<file path="config.mk">
export PLATFORM = sky130hd
export DESIGN_NAME = sys_cmd_framer
export DESIGN_NICKNAME = d
export VERILOG_FILES = /design/src/rtl/sys_cmd_framer.sv
export SDC_FILE = /design/constraint.sdc
export NUM_CORES = 1
export LEC_CHECK = 0
export BUFFER_PORTS_ARGS = -buffer_cell sky130_fd_sc_hd__buf_4
export CAP_MARGIN = 20
export CORE_UTILIZATION = 45
export CTS_CLUSTER_SIZE = 12
export DETAILED_ROUTE_END_ITERATION = 7
export PLACE_DENSITY = 0.68
export SYNTH_ARGS = -nofsm -noshare
export SYNTH_HDL_FRONTEND = slang
export SYNTH_SLANG_ARGS = --single-unit
</file>
<file path="constraint.sdc">
create_clock -name CLK -period 2.1 [get_ports CLK]
set_input_delay 0.21 -clock CLK [delete_from_list [all_inputs] [get_ports CLK]]
set_output_delay 0.21 -clock CLK [all_outputs]
set_load 0.01 [all_outputs]
</file>
<file path="src/rtl/sys_cmd_framer.sv">
// Host-side command framer: serialises one register/ALU command into the controller's
// byte frame over a valid/ready stream, then gathers the response or reports a timeout.
module sys_cmd_framer #(
   parameter int DATA_WIDTH = 8,
   parameter int ADDR_WIDTH = 4,
   parameter int FUN_WIDTH  = 4,
   parameter int TIMEOUT    = 1024,
   parameter int TO_WIDTH   = 11
) (
   input  logic                    CLK,
   input  logic                    RST,
   input  logic                    cmd_valid,
   output logic                    cmd_ready,
   input  logic [1:0]              cmd_type,
   input  logic [ADDR_WIDTH-1:0]   cmd_addr,
   input  logic [DATA_WIDTH-1:0]   cmd_data,
   input  logic [DATA_WIDTH-1:0]   cmd_opa,
   input  logic [DATA_WIDTH-1:0]   cmd_opb,
   input  logic [FUN_WIDTH-1:0]    cmd_fun,
   output logic [7:0]              byte_out,
   output logic                    byte_valid,
   input  logic                    byte_ready,
   input  logic                    rsp_valid,
   input  logic [7:0]              rsp_byte,
   output logic [2*DATA_WIDTH-1:0] rsp_data,
   output logic                    rsp_done,
   output logic                    rsp_timeout,
   output logic                    busy
);

   typedef enum logic [1:0] {IDLE, SEND, WAIT_RSP} state_t;

   localparam logic [1:0] T_WR  = 2'd0;
   localparam logic [1:0] T_RD  = 2'd1;
   localparam logic [1:0] T_ALU = 2'd2;

   state_t                  state;
   logic [1:0]              cap_type;
   logic [ADDR_WIDTH-1:0]   cap_addr;
   logic [DATA_WIDTH-1:0]   cap_data;
   logic [DATA_WIDTH-1:0]   cap_opa;
   logic [DATA_WIDTH-1:0]   cap_opb;
   logic [FUN_WIDTH-1:0]    cap_fun;
   logic [1:0]              idx;
   logic [1:0]              next_idx;
   logic [1:0]              last_idx;
   logic [7:0]              next_byte;
   logic                    rsp_cnt;
   logic [TO_WIDTH-1:0]     to_cnt;

   function automatic logic [7:0] header(input logic [1:0] t);
      case (t)
         T_WR:    header = 8'hAA;
         T_RD:    header = 8'hBB;
         T_ALU:   header = 8'hCC;
         default: header = 8'hDD;
      endcase
   endfunction

   // The byte that follows the current one, taken from the captured command fields.
   always_comb begin
      next_idx  = idx + 2'd1;
      next_byte = 8'h00;
      last_idx  = 2'd1;
      case (cap_type)
         T_WR: begin
            last_idx  = 2'd2;
            next_byte = (next_idx == 2'd1) ? 8'(cap_addr) : 8'(cap_data);
         end
         T_RD: begin
            next_byte = 8'(cap_addr);
         end
         T_ALU: begin
            last_idx = 2'd3;
            case (next_idx)
               2'd1:    next_byte = 8'(cap_opa);
               2'd2:    next_byte = 8'(cap_opb);
               default: next_byte = 8'(cap_fun);
            endcase
         end
         default: begin
            next_byte = 8'(cap_fun);
         end
      endcase
   end

   always_ff @(posedge CLK) begin
      if (RST) begin
         state       <= IDLE;
         cmd_ready   <= 1'b1;
         busy        <= 1'b0;
         byte_out    <= 8'h00;
         byte_valid  <= 1'b0;
         rsp_data    <= '0;
         rsp_done    <= 1'b0;
         rsp_timeout <= 1'b0;
         idx         <= 2'd0;
         rsp_cnt     <= 1'b0;
         to_cnt      <= '0;
         cap_type    <= T_WR;
         cap_addr    <= '0;
         cap_data    <= '0;
         cap_opa     <= '0;
         cap_opb     <= '0;
         cap_fun     <= '0;
      end else begin
         rsp_done    <= 1'b0;
         rsp_timeout <= 1'b0;
         case (state)
            IDLE: begin
               if (cmd_valid) begin
                  cap_type   <= cmd_type;
                  cap_addr   <= cmd_addr;
                  cap_data   <= cmd_data;
                  cap_opa    <= cmd_opa;
                  cap_opb    <= cmd_opb;
                  cap_fun    <= cmd_fun;
                  idx        <= 2'd0;
                  byte_out   <= header(cmd_type);
                  byte_valid <= 1'b1;
                  cmd_ready  <= 1'b0;
                  busy       <= 1'b1;
                  state      <= SEND;
               end
            end
            SEND: begin
               if (byte_ready) begin
                  if (idx == last_idx) begin
                     byte_valid <= 1'b0;
                     byte_out   <= 8'h00;
                     // Writes carry no response, so they complete as soon as the frame is out.
                     if (cap_type == T_WR) begin
                        rsp_done  <= 1'b1;
                        rsp_data  <= '0;
                        cmd_ready <= 1'b1;
                        busy      <= 1'b0;
                        state     <= IDLE;
                     end else begin
                        to_cnt  <= '0;
                        rsp_cnt <= 1'b0;
                        state   <= WAIT_RSP;
                     end
                  end else begin
                     idx      <= next_idx;
                     byte_out <= next_byte;
                  end
               end
            end
            WAIT_RSP: begin
               if (rsp_valid) begin
                  to_cnt <= '0;
                  if (cap_type == T_RD || rsp_cnt) begin
                     if (cap_type == T_RD) begin
                        rsp_data <= (2*DATA_WIDTH)'(rsp_byte);
                     end else begin
                        rsp_data[2*DATA_WIDTH-1:DATA_WIDTH] <= DATA_WIDTH'(rsp_byte);
                     end
                     rsp_done  <= 1'b1;
                     cmd_ready <= 1'b1;
                     busy      <= 1'b0;
                     state     <= IDLE;
                  end else begin
                     rsp_data <= (2*DATA_WIDTH)'(rsp_byte);
                     rsp_cnt  <= 1'b1;
                  end
               end else if (to_cnt == TO_WIDTH'(TIMEOUT - 1)) begin
                  rsp_timeout <= 1'b1;
                  cmd_ready   <= 1'b1;
                  busy        <= 1'b0;
                  state       <= IDLE;
               end else begin
                  to_cnt <= to_cnt + 1'b1;
               end
            end
            default: begin
               state <= IDLE;
            end
         endcase
      end
   end

endmodule

</file>
==> flow_metrics.env <==
export IMPL_vias_per_cell=5.31
export IMPL_p_leak_nw=1.89
export IMPL_hpwl_um=6430
export IMPL_min_path_type="primary input to register"
export IMPL_netlist_top_cells_count="101 x nand2_1, 79 x dfxtp_1, 53 x a21oi_1"
export IMPL_status="finished, final reports clean"
export IMPL_ys_types=56
export IMPL_wl_per_cell_um=14.2
export IMPL_hold_viol_final=0
export IMPL_synth_seq_cells=79
export IMPL_num_fill_cells=704
export IMPL_detail_route_antenna_nets=0
export IMPL_cts_root_buf="clkbuf_8"
export IMPL_cts_made_buffers=9
export IMPL_r2r_slack_ns=0.16
export IMPL_hold_slack_ns=0.0925
export IMPL_num_rows=32
export IMPL_grt_setup_unrepaired="false"
export IMPL_clk_pin_slew_ns=0.08
export IMPL_syn_cell_area_sq_um=3630
export IMPL_cts_tree="built"
export IMPL_fin_crit_sh_pct=92.4
export IMPL_initial_utilization_pct=46.7
export IMPL_drtIter0Drc=149
export IMPL_syn_nets=506
export IMPL_dieHeight_um=91.8
export IMPL_area_growth_pct=27.5
export IMPL_drv_slew=0
export IMPL_portBuffers=75
export IMPL_globalplace_congestion=0.819
export IMPL_path_class="register to register"
export IMPL_ys_top_cells_by_area="dfxtp_1 44%, nand2_1 10%, a21oi_1 7.3%"
export IMPL_pwr_density_cell_nw_per_um2=1230
export IMPL_cp_start_kind="register"
export IMPL_fp_dieW_um=91.8
export IMPL_fin_cells=629
export IMPL_p_sw_share_pct=33.7
export IMPL_synth_cells=451
export IMPL_finalClockSkew_ns=0.00737
export IMPL_io_pin_count=76
export IMPL_core_area_sq_um=7770
export IMPL_htree_num_levels=3
export IMPL_power_frac_comb_pct=35.9
export IMPL_required_ns=2.40
export IMPL_ys_warn_count=0
export IMPL_vias=3340
export IMPL_clkLatencyLatePin_ns=0.36
export IMPL_worstPathArrival_ns=2.25
export IMPL_crit_path_end_kind="register"
export IMPL_p_int_mw=3.76
export IMPL_maxSlewHeadroom_pct=59.5
export IMPL_antenna_cells=0
export IMPL_p_sw_mw=1.91
export IMPL_p_total_mw=5.66
export IMPL_totalWireLength_um=8960
export IMPL_synth_seq_area_share_pct=43.6
export IMPL_clock_power_share_pct=30.0
export IMPL_fmax_ghz=0.515
export IMPL_setup_viol=0
export IMPL_vdd_drop_max_uv=524
export IMPL_post_place_cells=613
export IMPL_grt_pass1_wl_um=14700
export IMPL_grt_max_degree=43
export IMPL_async_reset_ff_share_pct=0
export IMPL_synth_edf_count=0
export IMPL_tightest_slew_ns=0.607
export IMPL_grt_usage_pct=22.0
export IMPL_period_needed_ns=1.94
export IMPL_path_max_fanout=6
export IMPL_synth_area_leader_cell="dfxtp_1"
export IMPL_cts_buffer_depth=2
export IMPL_synth_top_area_share_pct=43.6
export IMPL_dieArea_sq_um=8420
export IMPL_clock_sinks=79
export IMPL_fin_ws_ns=0.159
export IMPL_cap_violations=0
export IMPL_antenna_found_initial=0
export IMPL_pre_cts_ws_ns=-0.0134
export IMPL_yosysMostFrequentCell="nand2_1"
export IMPL_nNetsFinal=577
export IMPL_p_seq_share_pct=34.1
export IMPL_dr_pass1_iters=4
export IMPL_grt_pass1_vias=3160
export IMPL_synth_main_ff_cell="dfxtp_1"
export IMPL_drc=0
export IMPL_avgSynthCellArea_sq_um=8.04
export IMPL_drive_gt1_share_pct=22.8
export IMPL_grt_overflow=0
## repair_timing
item,in CTS,in global routing
setup endpoints to repair,1,9
resized for setup,1,3
setup buffers,0,0
hold buffers,0,0
## cells in the final DEF (no fill, tap or decap), types with 8 or more instances in the layout
cell	count
xnor2_1	8
inv_1	8
a21oi_1	53
mux2i_1	11
nor2_1	36
nand3_1	19
clkbuf_8	9
and2_1	10
dfxtp_1	79
nand2_1	101
buf_4	87
## kinds of logic (layout without fill, tap and decap cells)
group | count (synthesis) | after routing | synth area share (%)
adders and majority gates | 8 | 8 | 2.76
buffers and inverters | 37 | 113 | 4.14
DFF | 79 | 79 | 43.6
AOI/OAI and AO/OA | 97 | 97 | 16.8
muxes | 14 | 14 | 3.97
and+or+nand+nor | 207 | 207 | 26.5
xor gates and xnor gates | 9 | 9 | 2.17
## worst max-delay path: stages (launching register included)
cell	delay [ns]
dfxtp_1	0.40
inv_1	0.09
ha_1	0.26
nor2b_2	0.21
a211oi_1	0.22
a211oi_1	0.07
buf_4	0.16
nor4b_2	0.32
a31o_2	0.16
## sequential cells by signal (all words and copies together), names as in the netlist, 2 cells and up
name / flops
byte_out: 8
cap_addr: 4
cap_data: 8
cap_fun: 4
cap_opa: 8
cap_opb: 8
cap_type: 2
idx: 2
rsp_data: 16
state: 2
to_cnt: 11
## cell type report
type,instances,area (sq um),share of cell area [%]
clock buffers,10,128,2.76
clock inverters,6,180,3.90
inverters,9,35.0,0.758
multi-input cells,335,1900,41.1
flip-flops and latches,79,1580,34.2
well taps,102,128,2.76
repair buffers,88,668,14.5
## power groups by stage
stage	clock (mW)	combinational (mW)	sequential, mW
after floorplan	0	1.34	1.95
after global placement	0	1.97	1.95
after detailed placement	0	2.02	1.96
after CTS	1.71	2.04	1.93
after global routing	1.78	2.26	1.96
final	1.70	2.04	1.93
## metal layers
layer,vias up,global-route usage [%],wire length (um)
li1,1696,-,-
met1,1552,27.8,4120
met2,84,36.7,4250
met3,8,5.22,485
met4,0,7.42,99
met5,-,0,0
## path summary, 6_finish.rpt
kind / startpoint / to / cells past startpoint
hold reg to reg: cap_data[3] / cap_data[3] / 2
setup reg to reg: state[0] / busy / 8
hold / removal: cmd_addr[0] / cap_addr[0] / 3
setup / recovery: state[0] / busy / 8
## through the flow
stage / TNS [ns] / cell area (sq um) / util (%)
floorplan: 0 / 3630 / -
global placement: 0 / 4290 / 55.2
detailed placement: -0.0134 / 4310 / 55.4
CTS: 0 / 4610 / 59.4
global route: 0 / 4620 / 59.5
finish: 0 / 4620 / 59.5
(Power assumes the default switching activity.)
